<file path="config.mk">
export PLATFORM = sky130hd
export DESIGN_NAME = sa_column_drain
export DESIGN_NICKNAME = d
export VERILOG_FILES = /design/src/rtl/sa_column_drain.sv
export SDC_FILE = /design/constraint.sdc
export NUM_CORES = 1
export LEC_CHECK = 0
export ABC_CLOCK_PERIOD_IN_PS = 51600
export CAP_MARGIN = 20
export CELL_PAD_IN_SITES_DETAIL_PLACEMENT = 0
export CELL_PAD_IN_SITES_GLOBAL_PLACEMENT = 1
export CORE_ASPECT_RATIO = 2
export CORE_MARGIN = 5
export CORE_UTILIZATION = 44
export CTS_BUF_LIST = sky130_fd_sc_hd__clkbuf_8
export DETAILED_ROUTE_END_ITERATION = 16
export GPL_TIMING_DRIVEN = 0
export PLACE_DENSITY = 0.84
export SYNTH_ARGS = -nofsm -noshare
export SYNTH_HDL_FRONTEND = slang
export SYNTH_SLANG_ARGS = --single-unit
export TNS_END_PERCENT = 5
</file>
<file path="constraint.sdc">
create_clock -name clk -period 51.6 [get_ports clk]
set_clock_uncertainty 0.2 [all_clocks]
set_input_delay 10.32 -clock clk [delete_from_list [all_inputs] [get_ports clk]]
set_output_delay 10.32 -clock clk [all_outputs]
set_load 0.1 [all_outputs]
</file>
<file path="src/rtl/sa_column_drain.sv">
// Drain stage for one column of output-stationary PEs: snapshots the column's
// accumulators, clears the PEs, then streams the snapshot out row by row.
module sa_column_drain #(
  parameter int ROWS  = 8,
  parameter int OC_W  = 48,
  parameter int IDX_W = $clog2(ROWS)
) (
  input  logic                 clk,
  input  logic                 rst,
  input  logic [ROWS*OC_W-1:0] c_col,
  input  logic                 drain_start,
  output logic                 pe_reg_clear,
  output logic                 o_valid,
  input  logic                 o_ready,
  output logic [OC_W-1:0]      o_data,
  output logic [IDX_W-1:0]     o_row,
  output logic                 o_last,
  output logic                 busy,
  output logic                 done,
  output logic                 overrun_err
);

  typedef enum logic {IDLE = 1'b0, DRAIN = 1'b1} state_t;

  localparam logic [IDX_W-1:0] LAST_IDX = IDX_W'(ROWS - 1);

  state_t           state_q, state_d;
  logic [IDX_W-1:0] idx_q, idx_d;
  logic             clear_q, clear_d;
  logic             done_q, done_d;
  logic             err_q, err_d;
  logic [OC_W-1:0]  buf_q [ROWS];

  logic handshake, final_hs, capture, drop;

  assign handshake = (state_q == DRAIN) && o_ready;
  assign final_hs  = handshake && (idx_q == LAST_IDX);
  // A start is accepted when idle or exactly on the final handshake of a tile.
  assign capture   = drain_start && ((state_q == IDLE) || final_hs);
  assign drop      = drain_start && (state_q == DRAIN) && !final_hs;

  always_ff @(posedge clk) begin
    if (rst) begin
      state_q <= IDLE;
      idx_q   <= '0;
      clear_q <= 1'b0;
      done_q  <= 1'b0;
      err_q   <= 1'b0;
    end else begin
      state_q <= state_d;
      idx_q   <= idx_d;
      clear_q <= clear_d;
      done_q  <= done_d;
      err_q   <= err_d;
    end
  end

  // Snapshot storage needs no reset: o_data is masked whenever it is stale.
  generate
    for (genvar gi = 0; gi < ROWS; gi++) begin : g_snap
      always_ff @(posedge clk) begin
        if (capture) begin
          buf_q[gi] <= c_col[gi*OC_W +: OC_W];
        end
      end
    end
  endgenerate

  always_comb begin
    state_d = state_q;
    idx_d   = idx_q;
    clear_d = capture;
    done_d  = final_hs;
    err_d   = err_q | drop;
    case (state_q)
      IDLE: begin
        if (capture) begin
          state_d = DRAIN;
          idx_d   = '0;
        end
      end
      DRAIN: begin
        if (final_hs) begin
          idx_d   = '0;
          state_d = capture ? DRAIN : IDLE;
        end else if (handshake) begin
          idx_d = idx_q + IDX_W'(1);
        end
      end
      default: begin
        state_d = IDLE;
        idx_d   = '0;
      end
    endcase
  end

  always_comb begin
    o_valid      = 1'b0;
    o_data       = '0;
    o_row        = idx_q;
    o_last       = 1'b0;
    busy         = 1'b0;
    pe_reg_clear = clear_q;
    done         = done_q;
    overrun_err  = err_q;
    if (state_q == DRAIN) begin
      o_valid = 1'b1;
      o_data  = buf_q[idx_q];
      o_last  = (idx_q == LAST_IDX);
      busy    = 1'b1;
    end
  end

endmodule

</file>
==> summary.txt, run 1 <==
Status
  • Run status: finished clean

Critical path
  • Required time reported for the critical path endpoint: about 40 ns
  • CP startpoint: state_q
  • Max FO, Critical Path: 10
  • Category of the most critical setup path: flop to output pin
  • Kind of start point of the critical path: flop
  • Critical path arrival: 3.91 ns
  • Endpoint kind of the worst setup timing path: output pin
  • Startpoint of the worst register-to-register path: state_q
  • Length in cells of the worst reg-to-reg path: 7

Cells and area
  • Count of filler cells inserted in the layout: between 2000 and 3000
  • Most frequent cells in the layout: 444 x clkdlybuf4s50_1, 384 x edfxtp_1, 63 x inv_1, 57 x clkbuf_8
  • Post-Route Utilization: 62.6%
  • Number of nets at the end of the flow: ~1700
  • Leading cell type in the layout, fill and taps excluded: clkdlybuf4s50_1
  • Final non-filler cell total: 1761
  • Share of post-route cells with drive strength above 1: roughly 17%
  • Area Growth Syn to Fin: 40.9%

Floorplanning
  • Initial core utilization: 44.4%
  • I/O pin count: 445
  • Core box area: approximately 34000 um2
  • Number of rows in the core area: 96
  • Width of the die: 142 um
  • Area of the die: slightly below 40000 um2
  • Overall die height: ~270 um

Power
  • Maximum ir drop on the vdd rail: about 0.021 mV
  • Register share of total power: 55.4%
  • Logic gate share of total power: roughly an eighth
  • Power density normalized to cell area: roughly 32 nW/um2
  • Static leakage: 0.00728 uW
  • Fraction of power consumed by the clock network: 32.2%
  • Switch share: 23.6%
  • Internal portion of total power: 519 uW
  • Net Switching: approximately 160 uW

Place
  • Placer congestion estimate: approximately 0.85
  • Cell total after placement: 1647
  • Detailed placer's ending HPWL: 33.3 mm
  • IO Port Bufs: ~440

Clock network
  • Post-cts gate resize count: 0
  • Cell at the root of the clock tree: clkbuf_8
  • Setup Fix Bufs, Post-CTS: 0
  • Inserted Clock Buffers: 55
  • Clk buf depth: 3
  • Number of clock sinks: around 390
  • Clock-pin slew on the worst setup and hold paths: 0.07 ns
  • Clk_lat worst skew: about 0.58 ns
  • CTS tree: yes
  • Number of levels in the clock H-tree: 2
  • Hold buffer count at CTS: 0

Logic synthesis
  • Number of warnings issued by yosys: 0
  • Mux contribution to synthesized area: between 10% and 20%
  • Post-synthesis register bit count: 394
  • Synthesized netlist cell count: ~750
  • Synthesized area: approximately 15000 um2
  • Compound-gate portion of the synthesized area: 5.45%
  • Synthesized netlist net count: 1141
  • Post-synthesis average cell area: 20.3 um2
  • Main combinational cell family by area after synthesis: multiplexers
  • Adder and majority gate portion of the synthesized area: 0.164%
  • Cell variety after synth: 28
  • Synthesized-area fraction occupied by xor and xnor cells: 0%
  • Fraction of the mapped netlist area in simple logic gates: less than 1%
  • Proportion of synthesized chip area in sequential cells: between 70% and 80%

GRT
  • Grt total ovfl: 0
  • Via count of the first global-routing pass: a little over 10000
  • Pin count of the biggest net entering global routing: 39
  • Gr usage total: between 20% and 30%
  • Number of antenna violations at the first check in global routing: 22
  • First-pass GRT wire length: 62.3 mm

Detailed routing
  • Aggregate routed wire length: 43.7 mm
  • Routed len/inst: 24.8 um
  • Vias: between 9000 and 10000
  • Initial DRC count: 472
  • Count of antenna-violating nets left after detailed routing: 0
  • Routed via count divided by cell count: 5.17
  • DRC violations left: 0
  • First-pass iteration count of the detailed router: 4

STA
  • RSZ-0062 raised after global routing: false
  • Transition at the pin with the smallest max-transition slack: 1.07 ns
  • Final hold viol count: 0
  • Fmax achieved: 69.3 MHz
  • Final TNS setup: 0 ns
  • Part of the cycle the worst path needs: 28.0%
  • Max-slew headroom at the worst pin: 28.7%
  • Count of endpoints failing setup in the final report: 0
  • Number of pins with negative max-slew slack in the final report: 0
  • Final critical path time including I/O delays and setup: 14.43 ns

Hold path
  • Hold Path Cell Cnt: 2
  • Hold path startpoint: overrun_err
  • Type of the tightest min-delay check: flop to flop

Run
  • Number of maximum-capacitance constraint violations: 0
[worst paths after layout]
| check | to | slack (ns) |
|---|---|---|
| worst min register to register | overrun_err | 0.30 |
| worst min-delay path | overrun_err | 0.30 |
| worst max register to register | buf_q[2][6] | 48.23 |
| worst max-delay path | o_data[22] | 37.17 |
[layer usage]
layer / vias to the layer above / routed length [um] / share of wire, % / GRT usage (%)
met1: 4529 / 13900 / 32 / 21.6
met4: 2 / 1450 / 3.3 / 10.9
li1: 4093 / - / - / -
met5: - / 7 / 0.016 / 0
met2: 404 / 25400 / 58 / 42.1
met3: 75 / 2900 / 6.6 / 5.35
[critical path: stages, from the launching register on]
cell and delay [ns]:
dfxtp_1 0.41, clkbuf_1 0.59, clkbuf_1 0.47, o21ai_0 0.24, a221oi_1 0.39, clkdlybuf4s50_1 1.23
[flip-flops by register name, summed over array words and instances (netlist names), named ones only]
signal and flops:
buf_q 384, state_q 1, pe_reg_clear 1, done 1, overrun_err 1, o_row 3
[cells by family (layout without fill, tap and decap cells)]
group           after synthesis  after routing
compound gates              102            102
other cells                   0             21
fa+ha+maj                     2              2
flops                       394            394
mux                         145            145
buf+inv                      92            640
simple gates                 16             16
[power by group through the flow]
stage	registers [uW]	logic, uW	clock network [uW]
floorplan	394	38.4	0
global placement	397	80.3	0
detailed placement	383	85.0	0
CTS	377	85.2	224
global route	378	88.6	239
finish	376	84.7	219
[stage by stage]
| stage | cell area [um2] | total power, uW | hold slack (ns) | setup WS (ns) |
|---|---|---|---|---|
| after floorplan | 15300 | 433 | 0.708 | 22.98 |
| after global placement | 20300 | 478 | 0.254 | 16.91 |
| after detailed placement | 20500 | 468 | 0.286 | 37.71 |
| after CTS | 21500 | 686 | 0.302 | 37.05 |
| after global routing | 21500 | 706 | 0.352 | 36.95 |
| final | 21500 | 680 | 0.302 | 37.17 |
[cell usage after synthesis]
cell type	count	area, um2
edfxtp_1	384	11500
mux2i_1	49	490
o21ai_0	49	245
inv_1	48	180
mux2_2	48	541
mux4_2	48	1080
a221oi_1	27	236
a221oi_2	21	315
clkbuf_1	13	48.8
buf_2	11	55.1
dfxtp_1	10	200
buf_4	9	67.6
nor2_1	7	26.3
buf_6	6	67.6
nor2b_1	3	18.8
a21oi_1	2	10.0
a32oi_1	2	17.5
buf_12	2	40.0
clkbuf_4	2	15.0
ha_1	2	25.0
a21boi_0	1	7.51
and2_1	1	6.26
and3b_1	1	8.76
and4b_1	1	10.0
buf_1	1	3.75
nand2_1	1	3.75
nand2b_1	1	6.26
nor2_2	1	6.26
[final cells by class]
| type | count | area, um2 | area share, % |
|---|---|---|---|
| antenna | 21 | 52.6 | 0.244 |
| buffer | 44 | 298 | 1.38 |
| clock buffer | 57 | 785 | 3.65 |
| clock inverter | 36 | 174 | 0.808 |
| inverter | 48 | 180 | 0.837 |
| multi-input combinational | 265 | 3060 | 14.2 |
| sequential | 394 | 11700 | 54.5 |
| tap | 441 | 552 | 2.56 |
| timing repair buffer | 455 | 4680 | 21.8 |
Note: power is estimated with default switching activity, not from simulation.
==> run 2, diff against run 1 <==
--- a/config.mk
+++ b/config.mk
@@ -5,17 +5,17 @@
 export SDC_FILE = /design/constraint.sdc
 export NUM_CORES = 1
 export LEC_CHECK = 0
-export ABC_CLOCK_PERIOD_IN_PS = 51600
+export ABC_CLOCK_PERIOD_IN_PS = 15000
 export CAP_MARGIN = 20
 export CELL_PAD_IN_SITES_DETAIL_PLACEMENT = 0
 export CELL_PAD_IN_SITES_GLOBAL_PLACEMENT = 1
 export CORE_ASPECT_RATIO = 2
 export CORE_MARGIN = 5
-export CORE_UTILIZATION = 44
+export CORE_UTILIZATION = 41
 export CTS_BUF_LIST = sky130_fd_sc_hd__clkbuf_8
 export DETAILED_ROUTE_END_ITERATION = 16
 export GPL_TIMING_DRIVEN = 0
-export PLACE_DENSITY = 0.84
+export PLACE_DENSITY = 0.79
 export SYNTH_ARGS = -nofsm -noshare
 export SYNTH_HDL_FRONTEND = slang
 export SYNTH_SLANG_ARGS = --single-unit
==> constraint.sdc (replaced) <==
create_clock -name clk -period 15 [get_ports clk]
set_clock_uncertainty 0.2 [all_clocks]
set_input_delay 3 -clock clk [delete_from_list [all_inputs] [get_ports clk]]
set_output_delay 3 -clock clk [all_outputs]
set_load 0.1 [all_outputs]
==> run 2 against run 1 <==
  * Clock-buffer cell count rose by 5
  * Power grew to 3.6 times the previous value
  * Combinational power rose to 3.4 times the previous value
  * Cell area up 1.3%
  * Critical path depth unchanged
  * Die area increased by 6.9%
  * Largest power group unchanged
  * Highest routed layer unchanged
==> summary.txt, run 2 (same netlist as run 1, synthesis figures left out) <==
Status
  • Run status: finished clean

STA
  • Final hold viol count: 0
  • RSZ-0062 raised after global routing: false
  • Final critical path time including I/O delays and setup: 7.04 ns
  • Transition at the pin with the smallest max-transition slack: around 1.1 ns
  • Number of pins with negative max-slew slack in the final report: 0
  • Fmax achieved: 142 MHz
  • Count of endpoints failing setup in the final report: 0
  • Max-slew headroom at the worst pin: 27.3%
  • Part of the cycle the worst path needs: 46.9%

Floorplanning
  • Overall die height: roughly 280 um
  • Width of the die: about 150 um
  • Number of rows in the core area: 100
  • I/O pin count: 445
  • Area of the die: 41400 um2
  • Core box area: 37000 um2
  • Initial core utilization: 41.2%

Cells and area
  • Most frequent cells in the layout: 444 x clkdlybuf4s50_1, 384 x edfxtp_1, 66 x inv_1, 62 x clkbuf_8
  • Share of post-route cells with drive strength above 1: 18.1%
  • Top register by number of flip-flops: buf_q
  • Number of nets at the end of the flow: 1656
  • Number of flip-flops under the largest register name: 384
  • Count of filler cells inserted in the layout: approximately 2800
  • Leading cell type in the layout, fill and taps excluded: clkdlybuf4s50_1
  • Area Growth Syn to Fin: 42.8%
  • Final non-filler cell total: 1792

Detailed routing
  • Initial DRC count: 388
  • Routed via count divided by cell count: 4.99
  • DRC violations left: 0
  • Vias: 8951
  • Aggregate routed wire length: 43.5 mm
  • Count of antenna-violating nets left after detailed routing: 0
  • Routed len/inst: between 20 and 25 um
  • First-pass iteration count of the detailed router: 4

Clock network
  • Setup Fix Bufs, Post-CTS: 0
  • CTS tree: yes
  • Clk buf depth: 3
  • Hold buffer count at CTS: 0
  • Number of clock sinks: about 400
  • Cell at the root of the clock tree: clkbuf_8
  • Number of levels in the clock H-tree: 2
  • Inserted Clock Buffers: 57
  • Post-cts gate resize count: 0
  • Clk_lat worst skew: 0.60 ns
  • Clock-pin slew on the worst setup and hold paths: around 0.070 ns

GRT
  • Met2 Usage GRT: 39.3%
  • GRT Max-Usage Layer: met2
  • Gr usage total: between 20% and 30%
  • First-pass GRT wire length: just over 60 mm
  • Via count of the first global-routing pass: roughly 10000
  • Pin count of the biggest net entering global routing: 39
  • Number of antenna violations at the first check in global routing: 16
  • Fraction of met3 tracks used by global routing: 5.23%
  • Global routing met1 resource utilization: 20.2%
  • Grt total ovfl: 0

Run
  • Number of maximum-capacitance constraint violations: 0

Critical path
  • Max FO, Critical Path: 10
  • Required time reported for the critical path endpoint: 11.80 ns
  • Kind of start point of the critical path: flop
  • Endpoint kind of the worst setup timing path: output pin
  • Critical path arrival: 3.84 ns
  • Category of the most critical setup path: flop to output pin

Power
  • Static leakage: 0.00741 uW
  • Power density normalized to cell area: 114 nW/um2
  • Maximum ir drop on the vdd rail: 0.105 mV
  • Total chip power: 2480 uW

Place
  • IO Port Bufs: 444
  • Placer congestion estimate: 0.786
  • Cell total after placement: 1666
  • Detailed placer's ending HPWL: 32.9 mm

Hold path
  • Type of the tightest min-delay check: flop to flop
[run 2: cell count changes in the layout (fill, tap and decap cells not counted), sizes merged]
cell	change
buf	+1
clkinvlp	+3
clkinv	-2
diode	-2
bufinv	+5
clkbuf	+5
inv	+3
[run 2: critical path, cell delays in order (launching register included)]
cell and delay, ns:
dfxtp_1 0.42, clkbuf_1 0.47, clkbuf_1 0.56, o21ai_0 0.26
a221oi_1 0.32, clkdlybuf4s50_1 1.21
[run 2: final timing paths]
check,startpoint,end,slack [ns],cells after the start
worst max-delay path,state_q,o_data[22],7.96,5
worst min-delay path,overrun_err,overrun_err,0.28,2
worst max register to register,o_row[0],buf_q[1][44],12.16,7
worst min register to register,overrun_err,overrun_err,0.28,2
[run 2: metrics by stage]
| step | setup WS, ns | setup TNS (ns) | hold WS, ns | cell area (um2) | utilization, % |
|---|---|---|---|---|---|
| after floorplan | 1.16 | 0 | 0.708 | 15300 | - |
| after global placement | -2.70 | -1034.24 | 0.258 | 20300 | 54.8 |
| after detailed placement | 8.44 | 0 | 0.263 | 20500 | 55.5 |
| after CTS | 7.77 | 0 | 0.286 | 21700 | 58.7 |
| after global routing | 7.66 | 0 | 0.324 | 21800 | 58.8 |
| final | 7.96 | 0 | 0.284 | 21800 | 58.8 |
[run 2: layout make-up]
class / instances / area, um2 / area share, %
diodes: 19 / 47.5 / 0.218
inverters: 48 / 180 / 0.827
multi-input cells: 265 / 3060 / 14.1
plain buffers: 44 / 298 / 1.37
flip-flops and latches: 394 / 11700 / 53.8
clock inverters: 45 / 353 / 1.62
clock buffers: 62 / 853 / 3.92
well taps: 459 / 574 / 2.64
repair buffers: 456 / 4690 / 21.5
[run 2: power by group]
part,switching (uW),leakage (uW),internal [uW],total [uW]
registers,15.2,0.00374,1280,1290
clock network,408,0.000670,485,893
logic,151,0.00300,140,291
[run 2: layer usage]
metal	vias to the layer above	wire, um
li1	4106	-
met1	4400	14100
met2	347	25000
met3	96	2720
met4	2	1650
met5	-	13
